`config.mk`:
```
export PLATFORM = sky130hd
export DESIGN_NAME = fsm_down_timer
export DESIGN_NICKNAME = d
export VERILOG_FILES = /design/src/rtl/fsm_down_timer.sv
export SDC_FILE = /design/constraint.sdc
export NUM_CORES = 1
export LEC_CHECK = 0
export CORE_ASPECT_RATIO = 0.7
export CORE_UTILIZATION = 25
export DETAILED_ROUTE_END_ITERATION = 12
export PLACE_DENSITY_LB_ADDON = 0.25
export SYNTH_ARGS = -nofsm -noshare
export SYNTH_HDL_FRONTEND = slang
export SYNTH_SLANG_ARGS = --single-unit
```
`constraint.sdc`:
```
create_clock -name clk -period 2.5 [get_ports clk]
set_clock_uncertainty 0.15 [all_clocks]
set_input_delay 0.5 -clock clk [delete_from_list [all_inputs] [get_ports clk]]
set_output_delay 0.5 -clock clk [all_outputs]
set_load 0.05 [all_outputs]
```
`src/rtl/fsm_down_timer.sv`:
```
// Loadable down-counting timer FSM: loads on start, decrements while enabled,
// pulses done for one cycle at terminal count, optionally reloads for periodic ticks.
module fsm_down_timer #(
  parameter int unsigned WIDTH       = 8,
  parameter bit          AUTO_RELOAD = 1'b0
) (
  input  logic             clk,
  input  logic             reset_n,
  input  logic             start,
  input  logic [WIDTH-1:0] load_val,
  input  logic             en,
  input  logic             abort,
  output logic [WIDTH-1:0] count,
  output logic             busy,
  output logic             done,
  output logic [1:0]       state
);

  typedef enum logic [1:0] {
    StIdle  = 2'd0,
    StRun   = 2'd1,
    StPause = 2'd2,
    StDone  = 2'd3
  } state_e;

  state_e           state_q, state_d;
  logic [WIDTH-1:0] count_q, count_d;
  logic             load_zero;
  logic             at_last;

  assign load_zero = (load_val == '0);
  // Treat 0 like 1 so a corrupted count can never wrap below zero.
  assign at_last   = (count_q <= WIDTH'(1));

  always_comb begin
    state_d = state_q;
    count_d = count_q;
    unique case (state_q)
      StIdle: begin
        if (abort) begin
          count_d = '0;
        end else if (start) begin
          state_d = load_zero ? StDone : StRun;
          count_d = load_val;
        end
      end
      StRun, StPause: begin
        if (abort) begin
          state_d = StIdle;
          count_d = '0;
        end else if (!en) begin
          state_d = StPause;
        end else if (at_last) begin
          state_d = StDone;
          count_d = '0;
        end else begin
          state_d = StRun;
          count_d = count_q - WIDTH'(1);
        end
      end
      StDone: begin
        if (abort) begin
          state_d = StIdle;
          count_d = '0;
        end else if (start) begin
          state_d = load_zero ? StDone : StRun;
          count_d = load_val;
        end else if (AUTO_RELOAD && !load_zero) begin
          state_d = StRun;
          count_d = load_val;
        end else begin
          state_d = StIdle;
          count_d = '0;
        end
      end
      default: begin
        state_d = StIdle;
        count_d = '0;
      end
    endcase
  end

  always_ff @(posedge clk or negedge reset_n) begin
    if (!reset_n) begin
      state_q <= StIdle;
      count_q <= '0;
    end else begin
      state_q <= state_d;
      count_q <= count_d;
    end
  end

  assign count = count_q;
  assign busy  = (state_q == StRun) || (state_q == StPause);
  assign done  = (state_q == StDone);
  assign state = state_q;

endmodule

```
==> results of run 1 <==
-- area by class of cell --
type	count	area [µm²]	area share
clock buffer	4	55.1	0.0510
inverter	9	33.8	0.0313
multi-input combinational	60	443	0.410
sequential	10	250	0.232
tap	36	45.0	0.0417
timing repair buffer	26	253	0.234
-- worst max-delay path: cells and delay by family (launching register included) --
kind | cells | cell delay [ns]
buffers and inverters | 1 | 0.83
flip-flops | 1 | 0.38
adder cells (fa/ha/maj) | 1 | 0.23
-- layer usage --
layer  GRT usage  vias to the layer above  share of wire
met3      0.0571                        0          0.061
met5           0                        -              0
met1       0.202                      354           0.51
met4      0.0255                        0              0
met2       0.208                       29           0.43
li1            -                      366              -
-- sequential cells by signal (all words and copies together), names as in the netlist --
signal	count
state	2
count	8
-- report_power, final --
group | internal (µW) | switching, µW
sequential | 235 | 108
combinational | 406 | 727
clock | 138 | 62.4
total | 780 | 897
-- cells by family (layout without fill, tap and decap cells) --
kind of cell	Yosys count	in the layout
AOI/OAI and AO/OA	36	36
adders and majority gates	4	4
buffers and inverters	11	39
DFF	10	10
and+or+nand+nor	20	20
-- cell usage in the layout (no fill, tap or decap) --
cell type        instances
clkdlybuf4s50_1         23
a21oi_1                 11
dfrtp_1                 10
inv_1                    9
a32oi_1                  5
clkbuf_8                 4
nor3_1                   3
nor2_1                   3
o21ai_0                  3
o2bb2ai_1                3
nand2_1                  3
o22ai_1                  3
ha_1                     3
buf_4                    3
nand2b_1                 2
nor4_1                   2
a221oi_1                 2
nor4_4                   1
or2_1                    1
or3b_1                   1
a31o_1                   1
a21o_2                   1
a31oi_4                  1
and2b_2                  1
nand3_1                  1
o32a_1                   1
nor3b_2                  1
o21ai_1                  1
nor2b_1                  1
a22oi_1                  1
o21a_1                   1
a31oi_1                  1
a21o_1                   1
ha_2                     1
-- per-stage QoR --
stage               setup WS, ns   util  hold WS (ns)
global route              0.0756  0.385         0.477
finish                     0.181  0.385         0.429
detailed placement         0.211  0.366         0.432
CTS                        0.158  0.385         0.443
global placement           0.235  0.366         0.416
floorplan                0.00438      -        0.0544
-- path summary, 6_finish.rpt --
kind | startpoint | end | slack, ns | depth (start not counted)
min reg2reg | state[1] | state[1] | 0.43 | 1
max | state[1] | done | 0.18 | 2
min in group asynchronous | reset_n | state[1] | 0.45 | 1
max reg2reg | state[0] | count[5] | 0.34 | 6
max in group asynchronous | reset_n | count[6] | 1.41 | 1
min | state[1] | state[1] | 0.43 | 1
==> key figures, run 1 <==
Outcome
  • Status: completed

Worst setup path
  • Critical-path top delay cell: clkdlybuf4s50_1
  • CP Data Arrival Time: 1.67 ns
  • Crit-path max FO: 4
  • WS Path Type: flip-flop to output pin
  • Critical path data required time: 1.85 ns
  • Crit-path cells: ha_1 > clkdlybuf4s50_1
  • Critical path endpoint category: output pin
  • Critical path startpoint category: flip-flop
  • Delay of the slowest cell on the worst path: 0.83 ns

Floorplan
  • Die area: 3180 µm²
  • Overall die width: 67.0 µm
  • Initial Util: 0.264
  • Die Height: 47.5 µm
  • Core Box Area: 2800 µm²
  • IO Pins: 25
  • Core Rows: 16

Yosys
  • Synth Area in XOR/XNOR: 0
  • Simple-Gate Fraction of Synth Area: 0.178
  • Share of the synthesized area in the top cell type: 0.338
  • Count leader, synth: a21oi_1
  • Synth area leader: dfrtp_1
  • Synth Area in Compound Gates: 0.350
  • Post-Synth Adder-Cell Area: 0.0677
  • Syn Nets: 98
  • Post-synthesis async set-or-reset flop share: 1.00
  • Number of synthesized flops with an enable pin: 0
  • Avg Inst Size Synth: 9.13 µm²
  • Netlist Area Pre-Place: 739 µm²
  • Count of different cell masters after synthesis: 32
  • Combinational family with the most area after synthesis: compound AO/OA/AOI/OAI gates
  • Yosys warning count: 0
  • Syn Inst Count: 81
  • Multiplexer share of the synthesized area: 0
  • Ranking of synthesized cells by area: dfrtp_1, a21oi_1, ha_1
  • Flops & latches, synth: 10
  • Synth top cells by count: a21oi_1, dfrtp_1, inv_1
  • Ys flop type: dfrtp_1
  • Sequential share of the synthesized area: 0.338

GRT
  • Vias in the first global route: 730
  • GRT Total Usage: 0.144
  • GR Overflow Total: 0
  • First-pass GRT wire length: 3250 µm
  • Largest net degree at the start of global routing: 15
  • Initial antenna violation count: 0

Timing
  • Slew Viols, Final: 0
  • Total Neg Setup Slack: 0 ns
  • # setup viols final: 0
  • Hold Violations, Final: 0
  • Setup repair after global routing missed its margin: false
  • Slew HR: 0.617
  • Final period utilization: 0.927
  • Worst-Margin Slew: 0.571 ns
  • F_max: 431 MHz
  • Tmin final: 2.32 ns

Power
  • P per Cell Area: 1550 nW/µm²
  • Leakage: 0.000424 µW
  • Worst VDD drop: 0.000469 V
  • Power Total: 1680 µW

Place
  • GPL Wtd Cong: 0.826
  • Count of input and output buffers: 24
  • Hpwl dp: 1520 µm
  • Placed Instance Area: 1020 µm²
  • Placed insts: 141

Route
  • Total number of vias: 749
  • Iteration-0 DRC Markers: 30
  • Final ANT Viol Nets: 0
  • Avg Vias per Cell: 5.17
  • Routed len/inst: 13.5 µm
  • Total routed wirelength: 1960 µm
  • First-pass DRT Iterations: 4
  • DRC viols: 0

Clocking
  • Total setup buffers inserted after CTS: 0
  • CTS Buffer Depth: 2
  • TritonCTS buffer count: 3
  • CTS tree: yes
  • Clock root buffer: clkbuf_8
  • CTS clock-pin slew for the worst setup and hold paths: 0.05 ns
  • # resized after CTS: 0
  • Clk Latency, worst-skew pair: 0.24 ns
  • Htree depth: 1
  • CTS Sinks: 10
  • Post-CTS Hold Buffers: 0

Cells and area
  • ANT cells: 0
  • Post-route design area: 1080 µm²
  • Layout cells sized above 1: 0.119
  • Layout net count: 127
  • Area delta synth->final: 46.0%
  • Fillcell total: 292
  • Fin cells: 145

Min path
  • Hold WC Path Type: flip-flop to flip-flop

Job
  • Max-cap violation count: 0
Power figures use the tool's default switching activity.
==> run 2: changes to the inputs <==
- CAP_MARGIN: default -> 0
- CORE_UTILIZATION: 25 -> 35
- clock period: 2.5 -> 2.8 ns (I/O delays scaled with it)
==> run 2 against run 1 <==
The flow now finishes with violations (DRC). Register-to-register slack better by 0.34 ns. Worst hold slack worse by 0.0066 ns. Flip-flop and latch count did not move. Critical path depth increased by 1. Sequential power decreased by 11%. Sequential share of layout area increased by 1.3 points. Design area decreased by 5.3%. First-iteration DRC count increased by 13%. Non-clock buffer count down 1. Via count rose by 0.80%.
==> key figures, run 2 (synthesis results as in run 1) <==
Power
  • Power Total: 1410 µW
  • Worst VDD drop: 0.000558 V
  • P per Cell Area: 1370 nW/µm²
  • Leakage: 0.000405 µW

Clocking
  • Post-CTS Hold Buffers: 0
  • Htree depth: 1
  • Total setup buffers inserted after CTS: 0
  • CTS Buffer Depth: 2
  • CTS Sinks: 10
  • Clock root buffer: clkbuf_4
  • Clk Latency, worst-skew pair: 0.26 ns
  • CTS clock-pin slew for the worst setup and hold paths: 0.06 ns
  • TritonCTS buffer count: 3
  • # resized after CTS: 0
  • CTS tree: yes

Route
  • Total routed wirelength: 1860 µm
  • Routed len/inst: 14.4 µm
  • Iteration-0 DRC Markers: 34
  • Final ANT Viol Nets: 0
  • Avg Vias per Cell: 5.85
  • DRC viols: 7
  • First-pass DRT Iterations: 9
  • Total number of vias: 755

Cells and area
  • Layout net count: 126
  • Area delta synth->final: 38.2%
  • Commonest non-fill, non-tap cell in the layout: clkdlybuf4s50_1
  • Highest-count cells in the layout ignoring fill and taps: clkdlybuf4s50_1, a21oi_1, dfrtp_1
  • Max reg flops: 8
  • Fillcell total: 189
  • Fin cells: 129
  • Layout cells sized above 1: 0.0841
  • ANT cells: 0
  • Finished Core Util: 0.533

Floorplan
  • IO Pins: 25
  • Die area: 2300 µm²
  • Overall die width: 56.9 µm
  • Initial Util: 0.385
  • Core Rows: 13
  • Die Height: 40.5 µm
  • Core Box Area: 1920 µm²

Min path
  • Beginning of the worst hold path: count[2]
  • Hold-critical path depth: 1
  • Hold WC Path Type: flip-flop to flip-flop
  • Worst hold path endpoint: count[2]

Place
  • GPL Wtd Cong: 0.836
  • Count of input and output buffers: 24
  • Placed insts: 126
  • Hpwl dp: 1450 µm

Worst setup path
  • CP Data Arrival Time: 1.85 ns
  • Crit-path max FO: 4
  • Critical path data required time: 2.09 ns
  • Worst r2r src: state[1]
  • Critical path startpoint category: flip-flop
  • Worst Reg-to-Reg Cells: 6
  • R2r setup slk: 0.68 ns
  • RR Endpoint: count[5]
  • Critical path endpoint category: output pin
  • WS Path Type: flip-flop to output pin

GRT
  • Initial antenna violation count: 0
  • Largest net degree at the start of global routing: 15
  • First-pass GRT wire length: 3160 µm
  • GR Overflow Total: 0
  • GRT Total Usage: 0.191
  • Vias in the first global route: 696

Timing
  • Hold_ws: 0.422 ns
  • Hold Violations, Final: 0
  • Slew Viols, Final: 0
  • Setup repair after global routing missed its margin: false
  • F_max: 391 MHz
  • Final period utilization: 0.913
  • Total Neg Setup Slack: 0 ns
  • # setup viols final: 0
  • Tmin final: 2.56 ns
  • Slew HR: 0.612
  • Worst-Margin Slew: 0.578 ns

Job
  • Max-cap violation count: 0

Outcome
  • Failing checks: DRC
  • Status: finished, violations left
==> run 2: cell count changes in the layout (fill, tap and decap cells not counted), sizes merged <==
| cell | change |
|---|---|
| clkbuf | -1 |
| clkdlybuf4s50 | +1 |
| buf | -2 |
==> run 2: worst max-delay path by stage <==
| stage | startpoint | to |
|---|---|---|
| 2_1_floorplan | state[0] | count[5] |
| 3_3_place_gp | abort | count[5] |
| 3_5_place_dp | abort | count[4] |
| 4_1_cts | state[1] | busy |
| 5_1_grt | state[1] | busy |
| 6_report | state[1] | busy |
==> run 2: per-layer routing <==
| layer | vias to the layer above | share of wire | GRT usage |
|---|---|---|---|
| met1 | 352 | 0.49 | 0.246 |
| met2 | 33 | 0.41 | 0.312 |
| met5 | - | 0 | 0 |
| li1 | 366 | - | - |
| met4 | 0 | 0.0065 | 0.0366 |
| met3 | 4 | 0.092 | 0.0742 |
==> run 2: per-stage QoR <==
step	setup slack, ns	instance area, µm²
2_1_floorplan	0.197	739
6_report	0.245	1020
3_5_place_dp	0.368	1000
3_3_place_gp	0.411	1000
4_1_cts	0.225	1020
5_1_grt	0.180	1020
==> run 2: critical path, stage by stage (launching register included) <==
cell	delay, ns
dfrtp_1	0.39
inv_1	0.06
ha_1	0.33
clkdlybuf4s50_1	0.81
==> run 2: power breakdown <==
part           internal [µW]  total, µW  switching, µW
combinational            362       1010            644
sequential               210        304           93.8
clock                   49.5       95.4           45.9
==> run 2: area by class of cell <==
cell class                      instances  area (µm²)  share of cell area
Multi-Input combinational cell         60         440               0.431
Sequential cell                        10         250               0.245
Timing Repair Buffer                   25         248               0.242
Clock buffer                            3        22.5              0.0220
Inverter                                9        33.8              0.0330
Tap cell                               22        27.5              0.0269
==> run 3: changes to the inputs <==
- CORE_UTILIZATION: 35 -> 28
- clock period: 2.8 -> 2.7 ns (I/O delays scaled with it)
==> run 3 against run 2 <==
Critical path depth unchanged. Sequential power increased by 3%. Non-clock buffer count unchanged. Global-route usage decreased by 4.3 points. Design area increased by 3.3%. Die area increased by 24%. Worst hold slack about the same. Flip-flop and latch count unchanged. Cell count increased by 9.3%. Clock-buffer cell count unchanged. Combinational power about the same. The flow now finishes without violations. Utilization decreased by 11 points.
==> key figures, run 3 (synthesis results as in run 1) <==
Worst setup path
  • Crit-path max FO: 4
  • WS Path Type: flip-flop to output pin
  • CP Data Arrival Time: 1.85 ns
  • Critical path data required time: 2.01 ns
  • Delay of the slowest cell on the worst path: 0.82 ns
  • Worst r2r src: state[0]
  • Critical path origin: state[0]
  • Critical path endpoint category: output pin
  • Worst Reg-to-Reg Cells: 6
  • R2r setup slk: 0.57 ns
  • Critical-path top delay cell: clkdlybuf4s50_1
  • RR Endpoint: count[4]
  • Crit-path cells: inv_1 > ha_1 > clkdlybuf4s50_1
  • Critical path startpoint category: flip-flop
  • Worst Setup EP: busy

Clocking
  • Clock root buffer: clkbuf_8
  • CTS Sinks: 10
  • Total setup buffers inserted after CTS: 0
  • TritonCTS buffer count: 3
  • # resized after CTS: 0
  • CTS tree: yes
  • Post-CTS Hold Buffers: 0
  • Htree depth: 1
  • Clk Latency, worst-skew pair: 0.23 ns
  • CTS Buffer Depth: 2
  • CTS clock-pin slew for the worst setup and hold paths: 0.04 ns

Route
  • Total routed wirelength: 1880 µm
  • Iteration-0 DRC Markers: 15
  • First-pass DRT Iterations: 4
  • Avg Vias per Cell: 5.11
  • Final ANT Viol Nets: 0
  • DRC viols: 0
  • Total number of vias: 721
  • Routed len/inst: 13.4 µm

Timing
  • Worst-Margin Slew: 0.567 ns
  • Tmin final: 2.54 ns
  • Slew HR: 0.621
  • Final period utilization: 0.939
  • # setup viols final: 0
  • F_max: 394 MHz
  • Slew Viols, Final: 0
  • Total Neg Setup Slack: 0 ns
  • Setup repair after global routing missed its margin: false
  • Hold_ws: 0.422 ns
  • Hold Violations, Final: 0

Cells and area
  • Highest-count cells in the layout ignoring fill and taps: clkdlybuf4s50_1, a21oi_1, dfrtp_1
  • Commonest non-fill, non-tap cell in the layout: clkdlybuf4s50_1
  • Layout cells sized above 1: 0.0841
  • Layout net count: 126
  • Fin cells: 141
  • ANT cells: 0
  • Post-route design area: 1060 µm²
  • Area delta synth->final: 42.8%
  • Fillcell total: 253
  • Max reg flops: 8

Place
  • Hpwl dp: 1450 µm
  • Placed Instance Area: 1010 µm²
  • Count of input and output buffers: 24
  • GPL Wtd Cong: 0.851
  • Placed insts: 138

GRT
  • GR peak layer: met1
  • GR Overflow Total: 0
  • Met2 Track Usage GR: 0.211
  • GRT Total Usage: 0.148
  • Initial antenna violation count: 0
  • First-pass GRT wire length: 3150 µm
  • Vias in the first global route: 650
  • Largest net degree at the start of global routing: 15
  • Met1 GRT Util: 0.214
  • M3 GR Usage: 0.0631

Power
  • Clk network pwr share: 0.099
  • Internal power: 691 µW
  • Leakage: 0.000412 µW
  • Net Sw Frac: 0.542
  • P per Cell Area: 1430 nW/µm²
  • Flop pwr share: 0.208
  • P_sw: 817 µW
  • Share of power burned in combinational logic: 0.692
  • Worst VDD drop: 0.000526 V

Floorplan
  • Overall die width: 63.4 µm
  • Core Box Area: 2480 µm²
  • Initial Util: 0.298
  • Die area: 2850 µm²
  • Core Rows: 15
  • Die Height: 45.0 µm
  • IO Pins: 25

Min path
  • Hold-critical path depth: 1
  • Hold WC Path Type: flip-flop to flip-flop

Job
  • Max-cap violation count: 0

Outcome
  • Status: completed
[run 3: cell counts in the layout (fill, tap and decap cells not counted)]
Identical to the previous run, type by type.
[run 3: cell type report]
cell class / count / area, µm² / area share
clock buffers: 3 / 41.3 / 0.0391
inverters: 9 / 33.8 / 0.0320
multi-input cells: 60 / 440 / 0.417
flip-flops and latches: 10 / 250 / 0.237
well taps: 34 / 42.5 / 0.0403
repair buffers: 25 / 248 / 0.235
[run 3: stage by stage]
stage	utilization	worst slack, ns	power [µW]
after floorplan	-	0.0969	1070
after global placement	0.410	0.317	1360
after detailed placement	0.410	0.297	1360
after CTS	0.426	0.136	1520
after global routing	0.426	0.0780	1620
final	0.426	0.163	1510
[run 3: critical path, delay by kind of cell (launching register included)]
family | cells | cell delay (ns)
buffers and inverters | 2 | 0.90
adder cells (fa/ha/maj) | 1 | 0.34
flip-flops | 1 | 0.38
[run 3: per-layer routing]
metal / vias up / wire length, µm
met4: 0 / 0
met5: - / 0
met3: 0 / 98
li1: 364 / -
met1: 342 / 960
met2: 15 / 825
[run 3: worst min path at each step]
stage          startpoint        to  slack [ns]
6_report         state[1]  state[1]        0.42
5_1_grt          state[1]  state[1]        0.46
4_1_cts          state[1]  state[1]        0.43
3_5_place_dp     state[1]  state[1]        0.42
3_3_place_gp     state[1]  state[1]        0.43
2_1_floorplan     reset_n  count[0]        0.09
[run 3: power groups by stage]
stage                     combinational [µW]  sequential, µW  clock [µW]
after CTS                               1050             318         157
final                                   1040             314         150
after global routing                    1120             334         167
after detailed placement                1040             320           0
after global placement                  1040             315           0
after floorplan                          536             535           0
==> RTL edit, RTL diff (config.mk and constraints of run 3) <==
Set the parameter `WIDTH` to 10 (it was 8).
--- a/src/rtl/fsm_down_timer.sv
+++ b/src/rtl/fsm_down_timer.sv
@@ -1,7 +1,7 @@
 // Loadable down-counting timer FSM: loads on start, decrements while enabled,
 // pulses done for one cycle at terminal count, optionally reloads for periodic ticks.
 module fsm_down_timer #(
-  parameter int unsigned WIDTH       = 8,
+  parameter int unsigned WIDTH       = 10,
   parameter bit          AUTO_RELOAD = 1'b0
 ) (
   input  logic             clk,
Interface: changed (resized count and load_val); port bits go from 25 to 29. No check against the original RTL was run, so the function may have changed too.
==> RTL edit against run 3 <==
Via count grew 30%. Worst setup slack got worse by 0.037 ns. Design area rose by 23%. Largest power group unchanged. Power increased by 21%. Fmax is 1.4% lower. Synthesized area up 29%. Sequential cell count is 2 higher. Critical path depth unchanged. Routed wire length grew 37%.
==> RTL edit: results <==
set metrics [dict create \
    antenna_cells 0 \
    first_iter_violations 74 \
    syn-num-nets 125 \
    nFillCells 323 \
    grt_pass1_vias 820 \
    vias 934 \
    status "complete, no violations" \
    wirelength_um 2590 \
    cts_setup_buffers 0 \
    place.gp.congestion 0.841 \
    ir_drop_uv 567 \
    firstDrtPassIters 4 \
    clock_latency_ns 0.25 \
    hold_viol_final 0 \
    grt_max_degree 14 \
    largest_register_ff_count 10 \
    ys_seq_area_share_pct 31.5 \
    grt_use_total_pct 15.4 \
    cts.clk_slew.worst_paths_ns 0.05 \
    htree_levels 1 \
    holdCritPathClass "register to register" \
    dp_slack_ns 0.340 \
    cts-root-buf "clkbuf_8" \
    async_reset_ff_share_pct 100 \
    cp_max_fo 5 \
    clockBufferDepth 2 \
    synth_common_cells "nand2_1, dfrtp_1, nor2_1, o21ai_0, inv_1" \
    cts_made_buffers 3 \
    nNetsFinal 154 \
    holdBufCountCts 0 \
    yosys_warnings 0 \
    io_buffers 28 \
    post_cts_resized 0 \
    drive_gt1_share_pct 11.2 \
    grt_pass1_wl_um 4170 \
    synthTopCellsByArea "dfrtp_1, ha_1, nand2_1" \
    post-dp-hpwl_um 2040 \
    relSlewSlack_pct 64.0 \
    antenna_found_initial 0 \
    leakage_nw 0.522 \
    ys_types 45 \
]
## RTL edit: changes by cell type after synthesis, moves of 4 or more
cell | before | now
a32oi_1 | 5 | 1
o21ai_0 | 3 | 7
nand2_1 | 3 | 13
o211ai_1 | 0 | 4
nor2_1 | 3 | 7
a21oi_1 | 11 | 4
## RTL edit: final cells by class
type / count / share of cell area (%)
Multi-Input combinational cell: 83 / 45.2
Sequential cell: 12 / 23.1
Timing Repair Buffer: 29 / 22.1
Clock buffer: 4 / 4.23
Tap cell: 38 / 3.65
Inverter: 6 / 1.73
## RTL edit: per-layer routing
| metal | wire length [um] | global-route usage [%] | vias to the layer above | part of all wire [%] |
|---|---|---|---|---|
| li1 | - | - | 458 | - |
| met1 | 1340 | 23.8 | 440 | 52 |
| met2 | 1050 | 20.1 | 34 | 41 |
| met3 | 178 | 5.33 | 2 | 6.9 |
| met4 | 19 | 2.94 | 0 | 0.73 |
| met5 | 0 | 0 | - | 0 |
## RTL edit: power by group
group          switching (mW)  total (mW)  internal (mW)
clock network          0.0714       0.201          0.129
registers               0.127       0.376          0.248
logic                   0.779        1.25          0.470
## RTL edit: final timing paths
kind / end / depth (start not counted) / slack (ns) / from
max: busy / 3 / 0.13 / state[0]$_DFFE_PN0P_
min: count[5]$_DFFE_PN0P_ / 2 / 0.47 / count[5]$_DFFE_PN0P_
max reg2reg: count[4]$_DFFE_PN0P_ / 6 / 0.63 / state[0]$_DFFE_PN0P_
min reg2reg: count[5]$_DFFE_PN0P_ / 2 / 0.47 / count[5]$_DFFE_PN0P_
max in group asynchronous: count[0]$_DFFE_PN0P_ / 1 / 1.55 / reset_n
min in group asynchronous: count[1]$_DFFE_PN0P_ / 1 / 0.50 / reset_n
## RTL edit: stage by stage
| step | cells | util [%] | cell area, um^2 | hold slack, ns | power, mW |
|---|---|---|---|---|---|
| after global routing | 172 | 40.8 | 1300 | 0.506 | 1.96 |
| final | 172 | 40.8 | 1300 | 0.468 | 1.83 |
| after detailed placement | 168 | 39.1 | 1250 | 0.451 | 1.62 |
| after CTS | 172 | 40.8 | 1300 | 0.462 | 1.83 |
| after global placement | 168 | 39.1 | 1250 | 0.445 | 1.62 |
| after floorplan | 106 | - | 955 | 0.0944 | 1.30 |
## RTL edit: critical path, stage by stage (launching register included)
cell             delay, ns
dfrtp_1               0.39
inv_1                 0.06
ha_1                  0.35
clkdlybuf4s50_1       0.83
## RTL edit: kinds of logic (layout without fill, tap and decap cells)
| logic type | count (synthesis) | in the layout | synth area share (%) |
|---|---|---|---|
| buffers and inverters | 11 | 39 | 6.95 |
| adder cells (fa/ha/maj) | 4 | 4 | 5.24 |
| flip-flops | 12 | 12 | 31.5 |
| AO/OA/AOI/OAI | 32 | 32 | 23.6 |
| AND/OR/NAND/NOR | 47 | 47 | 32.8 |
